==> config.mk <==
export PLATFORM = sky130hd
export DESIGN_NAME = gi_flat
export DESIGN_NICKNAME = d
export VERILOG_FILES = /design/src/rtl/gi_if.sv /design/src/rtl/gi.sv /design/src/flat_wrapper.sv
export SDC_FILE = /design/constraint.sdc
export NUM_CORES = 1
export LEC_CHECK = 0
export ABC_AREA = 1
export CAP_MARGIN = 20
export CORE_MARGIN = 5
export CORE_UTILIZATION = 40
export CTS_CLUSTER_DIAMETER = 120
export DETAILED_ROUTE_END_ITERATION = 8
export PLACE_DENSITY = 0.74
export SLEW_MARGIN = 15
export SYNTH_ARGS = -nofsm -noshare
export SYNTH_HDL_FRONTEND = slang
export SYNTH_SLANG_ARGS = --single-unit
==> constraint.sdc <==
create_clock -name clk -period 0.9 [get_ports clk]
set_input_delay 0.09 -clock clk [delete_from_list [all_inputs] [get_ports clk]]
set_output_delay 0.09 -clock clk [all_outputs]
set_load 0.02 [all_outputs]
==> src/rtl/gi_if.sv <==
// Operand/result bundle for the gi generate/propagate cell.
//   master : drives in_valid, A, B, CIN; receives the registered results
//   slave  : receives operands; drives out_valid, G, P, GG, GP, C
interface gi_if #(
  parameter int WIDTH = 4
);
  logic             in_valid;
  logic [WIDTH-1:0] A;
  logic [WIDTH-1:0] B;
  logic             CIN;
  logic             out_valid;
  logic [WIDTH-1:0] G;
  logic [WIDTH-1:0] P;
  logic             GG;
  logic             GP;
  logic [WIDTH:0]   C;

  modport master (
    output in_valid, A, B, CIN,
    input  out_valid, G, P, GG, GP, C
  );

  modport slave (
    input  in_valid, A, B, CIN,
    output out_valid, G, P, GG, GP, C
  );
endinterface

==> src/rtl/gi.sv <==
// Registered carry-lookahead generate/propagate cell for one WIDTH-bit block.
// Ports:
//   clk   : rising-edge clock
//   rst_n : asynchronous active-low reset, clears every output
//   bus   : gi_if slave -- in_valid/A/B/CIN in; out_valid/G/P/GG/GP/C out,
//           all outputs registered with one cycle of latency.
// Data outputs only load when in_valid is high, so operand values (including
// unknowns) presented while in_valid is low never reach the outputs.
module gi #(
  parameter int WIDTH = 4
) (
  input  logic clk,
  input  logic rst_n,
  gi_if.slave  bus
);

  // Generate reaching bit position `top` from inside bits 0..top:
  // OR over j of g[j] & p[j+1] & ... & p[top] (flattened sum of products).
  function automatic logic gen_term(input logic [WIDTH-1:0] g,
                                    input logic [WIDTH-1:0] p,
                                    input int               top);
    logic acc;
    logic prod;
    acc = 1'b0;
    for (int j = 0; j <= top; j++) begin
      prod = g[j];
      for (int k = j + 1; k <= top; k++) begin
        prod = prod & p[k];
      end
      acc = acc | prod;
    end
    return acc;
  endfunction

  // Propagate of bits 0..top: AND of p[0] .. p[top].
  function automatic logic prop_term(input logic [WIDTH-1:0] p,
                                     input int               top);
    logic prod;
    prod = 1'b1;
    for (int k = 0; k <= top; k++) begin
      prod = prod & p[k];
    end
    return prod;
  endfunction

  logic [WIDTH-1:0] g;
  logic [WIDTH-1:0] p;
  logic [WIDTH:0]   c;
  logic             gg;
  logic             gp;

  // Per-bit terms, lookahead carries and group terms from the live operands.
  always_comb begin
    g    = bus.A & bus.B;
    p    = bus.A ^ bus.B;
    c    = '0;
    c[0] = bus.CIN;
    for (int i = 0; i < WIDTH; i++) begin
      c[i+1] = gen_term(g, p, i) | (prop_term(p, i) & bus.CIN);
    end
    // Group generate is the block carry-out with a zero carry-in.
    gg = gen_term(g, p, WIDTH - 1);
    gp = prop_term(p, WIDTH - 1);
  end

  // Output register stage: valid follows in_valid, data only loads on valid.
  always_ff @(posedge clk or negedge rst_n) begin
    if (!rst_n) begin
      bus.out_valid <= 1'b0;
      bus.G         <= '0;
      bus.P         <= '0;
      bus.GG        <= 1'b0;
      bus.GP        <= 1'b0;
      bus.C         <= '0;
    end else begin
      bus.out_valid <= bus.in_valid;
      if (bus.in_valid) begin
        bus.G  <= g;
        bus.P  <= p;
        bus.GG <= gg;
        bus.GP <= gp;
        bus.C  <= c;
      end
    end
  end

endmodule

==> src/flat_wrapper.sv <==
// flat-port wrapper written by rule: the top's interface ports become plain ports
module gi_flat 
#(
  parameter int WIDTH = 4
)
  (clk, rst_n, bus_in_valid, bus_A, bus_B, bus_CIN, bus_out_valid, bus_G, bus_P, bus_GG, bus_GP, bus_C);
  gi_if #(.WIDTH(WIDTH)) bus_i ();
  input  logic clk;
  input  logic rst_n;
  input wire logic [$bits(bus_i.in_valid)-1:0] bus_in_valid;
  input wire logic [$bits(bus_i.A)-1:0] bus_A;
  input wire logic [$bits(bus_i.B)-1:0] bus_B;
  input wire logic [$bits(bus_i.CIN)-1:0] bus_CIN;
  output wire logic [$bits(bus_i.out_valid)-1:0] bus_out_valid;
  output wire logic [$bits(bus_i.G)-1:0] bus_G;
  output wire logic [$bits(bus_i.P)-1:0] bus_P;
  output wire logic [$bits(bus_i.GG)-1:0] bus_GG;
  output wire logic [$bits(bus_i.GP)-1:0] bus_GP;
  output wire logic [$bits(bus_i.C)-1:0] bus_C;
  assign bus_i.in_valid = bus_in_valid;
  assign bus_i.A = bus_A;
  assign bus_i.B = bus_B;
  assign bus_i.CIN = bus_CIN;
  assign bus_out_valid = bus_i.out_valid;
  assign bus_G = bus_i.G;
  assign bus_P = bus_i.P;
  assign bus_GG = bus_i.GG;
  assign bus_GP = bus_i.GP;
  assign bus_C = bus_i.C;
  gi #(.WIDTH(WIDTH)) u_core (.clk(clk), .rst_n(rst_n), .bus(bus_i));
endmodule
==> results_dict.tcl <==
set metrics [dict create \
    slew_headroom_pct 81.22 \
    ys_types 14 \
    worstRegToRegCells 4 \
    hold_viol 0 \
    ios 28 \
    slew_violations 0 \
    arrival_ps 840 \
    globalplace.congestion 0.7603 \
    p_sw_mw 0.5815 \
    hold_slack_ps 138.8 \
    seq_area_frac_synth_pct 55.75 \
    ys.flop_type "dfrtp_1" \
    synth_seq_cells 16 \
    diodes 0 \
    start_kind "flop" \
    grt-ovfl-total 0 \
    slowest_stage "dfrtp_1" \
    synth.most_common_cell "nand2_1" \
    min_period_ps 927.8 \
    drt_iter0_markers 13 \
    fin_tns_setup_ps -231.3 \
    layout_worst_path_cycle_share_pct 103.1 \
    antenna_found_initial 0 \
    ir_drop_mv 1.154 \
    yosysTopAreaCellShare_pct 55.75 \
    worstSetupEndpointType "primary output" \
    path_max_fanout 2 \
    swShare_pct 30.56 \
    grt_usage_pct 15.65 \
    synth_common_cells "nand2_1 (37), dfrtp_1 (16), inv_1 (5)" \
    cts_sinks 16 \
    worstPathRequired_ps 810 \
    dp_hpwl_mm 1.396 \
    fin_util_pct 76.48 \
    finalSetupViolCount 15 \
    first_pass_iters 3 \
    combPwrFrac_pct 35.5 \
    root_buffer "clkbuf_4" \
    rsz0062_at_grt "true" \
    setup_ws_ps -27.78 \
    area_delta_synth_final_pct 81.88 \
    max_cap_violations 0 \
    cpLargestDelayFamily "flip-flops" \
    grt_pass1_vias 734 \
    finClkSkew_ps 0 \
    avgSynthCellArea_sq_um 9.208 \
    core.rowCount 15 \
    synth_nets 94 \
    synthCells 78 \
    grt_max_degree 18 \
    drive_gt1_share_pct 43.51 \
    clk_latency_ps 290 \
    start_util_pct 42.05 \
    cp_slowest_stage_delay_ps 410 \
    clock_power_share_pct 19.8 \
    core_area_sq_mm 0.001708 \
    hp-class "input port to async pin" \
    yosysWarnings 0 \
    numPortBuffers 27 \
    power_density_mw_per_mm2 1457 \
    critPathKind "flop to primary output" \
    dp_slack_ps -493.5 \
    route.detailed.drc 0 \
    violations "negative setup slack" \
    die_y_microns 52.38 \
    crit_buf_inv 1 \
    finalPower_mw 1.903 \
    path_clk_slew_ps 90 \
    netlist_top_cells_area "dfrtp_1 (56%), nand2_1 (19%), ha_1 (7.0%)" \
    reg2reg_from "u_core.bus.C[0]$_DFFE_PN0P_" \
    nNetsFinal 149 \
    fillerInstances 127 \
    h-tree-depth 1 \
    crit_start "u_core.bus.G[3]$_DFFE_PN0P_" \
    cts_buffer_depth 2 \
    routedWlPerCell_microns 12.81 \
    worstMarginPinSlew_ps 281.3 \
    synth_edf_count 0 \
    cts_hold_buf 0 \
    grt_pass1_wl_mm 3.132 \
    p_seq_share_pct 44.8 \
    vias 702 \
    die_width_microns 52.38 \
    routed_via_density 4.500 \
    crit_cells 1 \
    routed_wl_mm 1.999 \
    ant_nets 0 \
    p_int_mw 1.321 \
    reg2reg_slack_ps 20 \
    yosysTopAreaCell "dfrtp_1" \
    cts_buffers 3 \
    p_leak_nw 0.6925 \
    async_flop_share_pct 100.0 \
    netlist_area_sq_um 718.2 \
    status "finished, violations left" \
    path_cells "buf_6" \
    rr_endpoint "u_core.bus.C[0]$_DFFE_PN0P_" \
    fmax_mhz 1078 \
    cts_tree "done" \
    die_area_sq_mm 0.002743 \
]
[stage by stage]
step	cells	cell area, sq um
floorplan	78	734.5
global placement	142	1131
detailed placement	142	1131
CTS	148	1217
global route	156	1306
finish	156	1306
[cells by family after synthesis]
group	synth area share (%)
buffers and inverters	6.271
AOI/OAI and AO/OA	5.052
adders and majority gates	6.969
and+or+nand+nor	25.96
DFF	55.75
[sequential cells by signal (all words and copies together), names as in the netlist]
register	cells
u_core.bus.GP	1
u_core.bus.GG	1
u_core.bus.G	4
u_core.bus.out_valid	1
u_core.bus.P	4
u_core.bus.C	5
[power groups by stage]
stage          Sequential [mW]  Combinational (mW)  Clock [mW]
3_5_place_dp             0.848               0.561           0
4_1_cts                  0.849               0.599       0.380
6_report                 0.852               0.675       0.376
3_3_place_gp             0.848               0.552           0
2_1_floorplan            0.942               0.150           0
5_1_grt                  0.860               0.726       0.426
[cells in the final DEF (no fill, tap or decap), drive strengths merged, types with 2 or more instances in the layout]
cell type and count:
buf 41, nand2 38, dfrtp 16, dlygate4sd2 6
inv 6, nand3 5, ha 4, clkbuf 3
clkdlybuf4s15 3, a21oi 3, clkdlybuf4s50 2, o21ai 2
[how the worst max path moves through the flow]
stage,slack (ps),end
floorplan,10,u_core.bus.C[4]$_DFFE_PN0P_
global placement,-440,u_core.bus.C[4]$_DFFE_PN0P_
detailed placement,-490,u_core.bus.C[4]$_DFFE_PN0P_
CTS,-50,bus_GG
global route,-70,bus_C[2]
finish,-30,bus_G[3]
[per-layer routing]
metal | wire [microns] | part of all wire (%) | track usage (%)
met5 | 0 | 0 | 0
met1 | 816 | 41 | 19.04
met2 | 1051 | 53 | 27.48
met4 | 53 | 2.7 | 5.106
met3 | 78 | 3.9 | 2.849
[cell type report]
| type | instances | area [sq um] | share of cell area [%] |
|---|---|---|---|
| Clock buffer | 3 | 22.52 | 1.724 |
| Timing Repair Buffer | 52 | 483.0 | 36.97 |
| Sequential cell | 16 | 400.4 | 30.65 |
| Tap cell | 25 | 31.28 | 2.395 |
| Inverter | 6 | 22.52 | 1.724 |
| Multi-Input combinational cell | 54 | 346.6 | 26.53 |
[timing repair]
action	4_1_cts	5_1_grt
hold endpoints to repair	0	0
endpoints found under the setup margin	23	17
resized for setup	107	9
pin swaps	5	5
setup buffers	3	8
No activity file was read; power rests on OpenSTA's default activity.
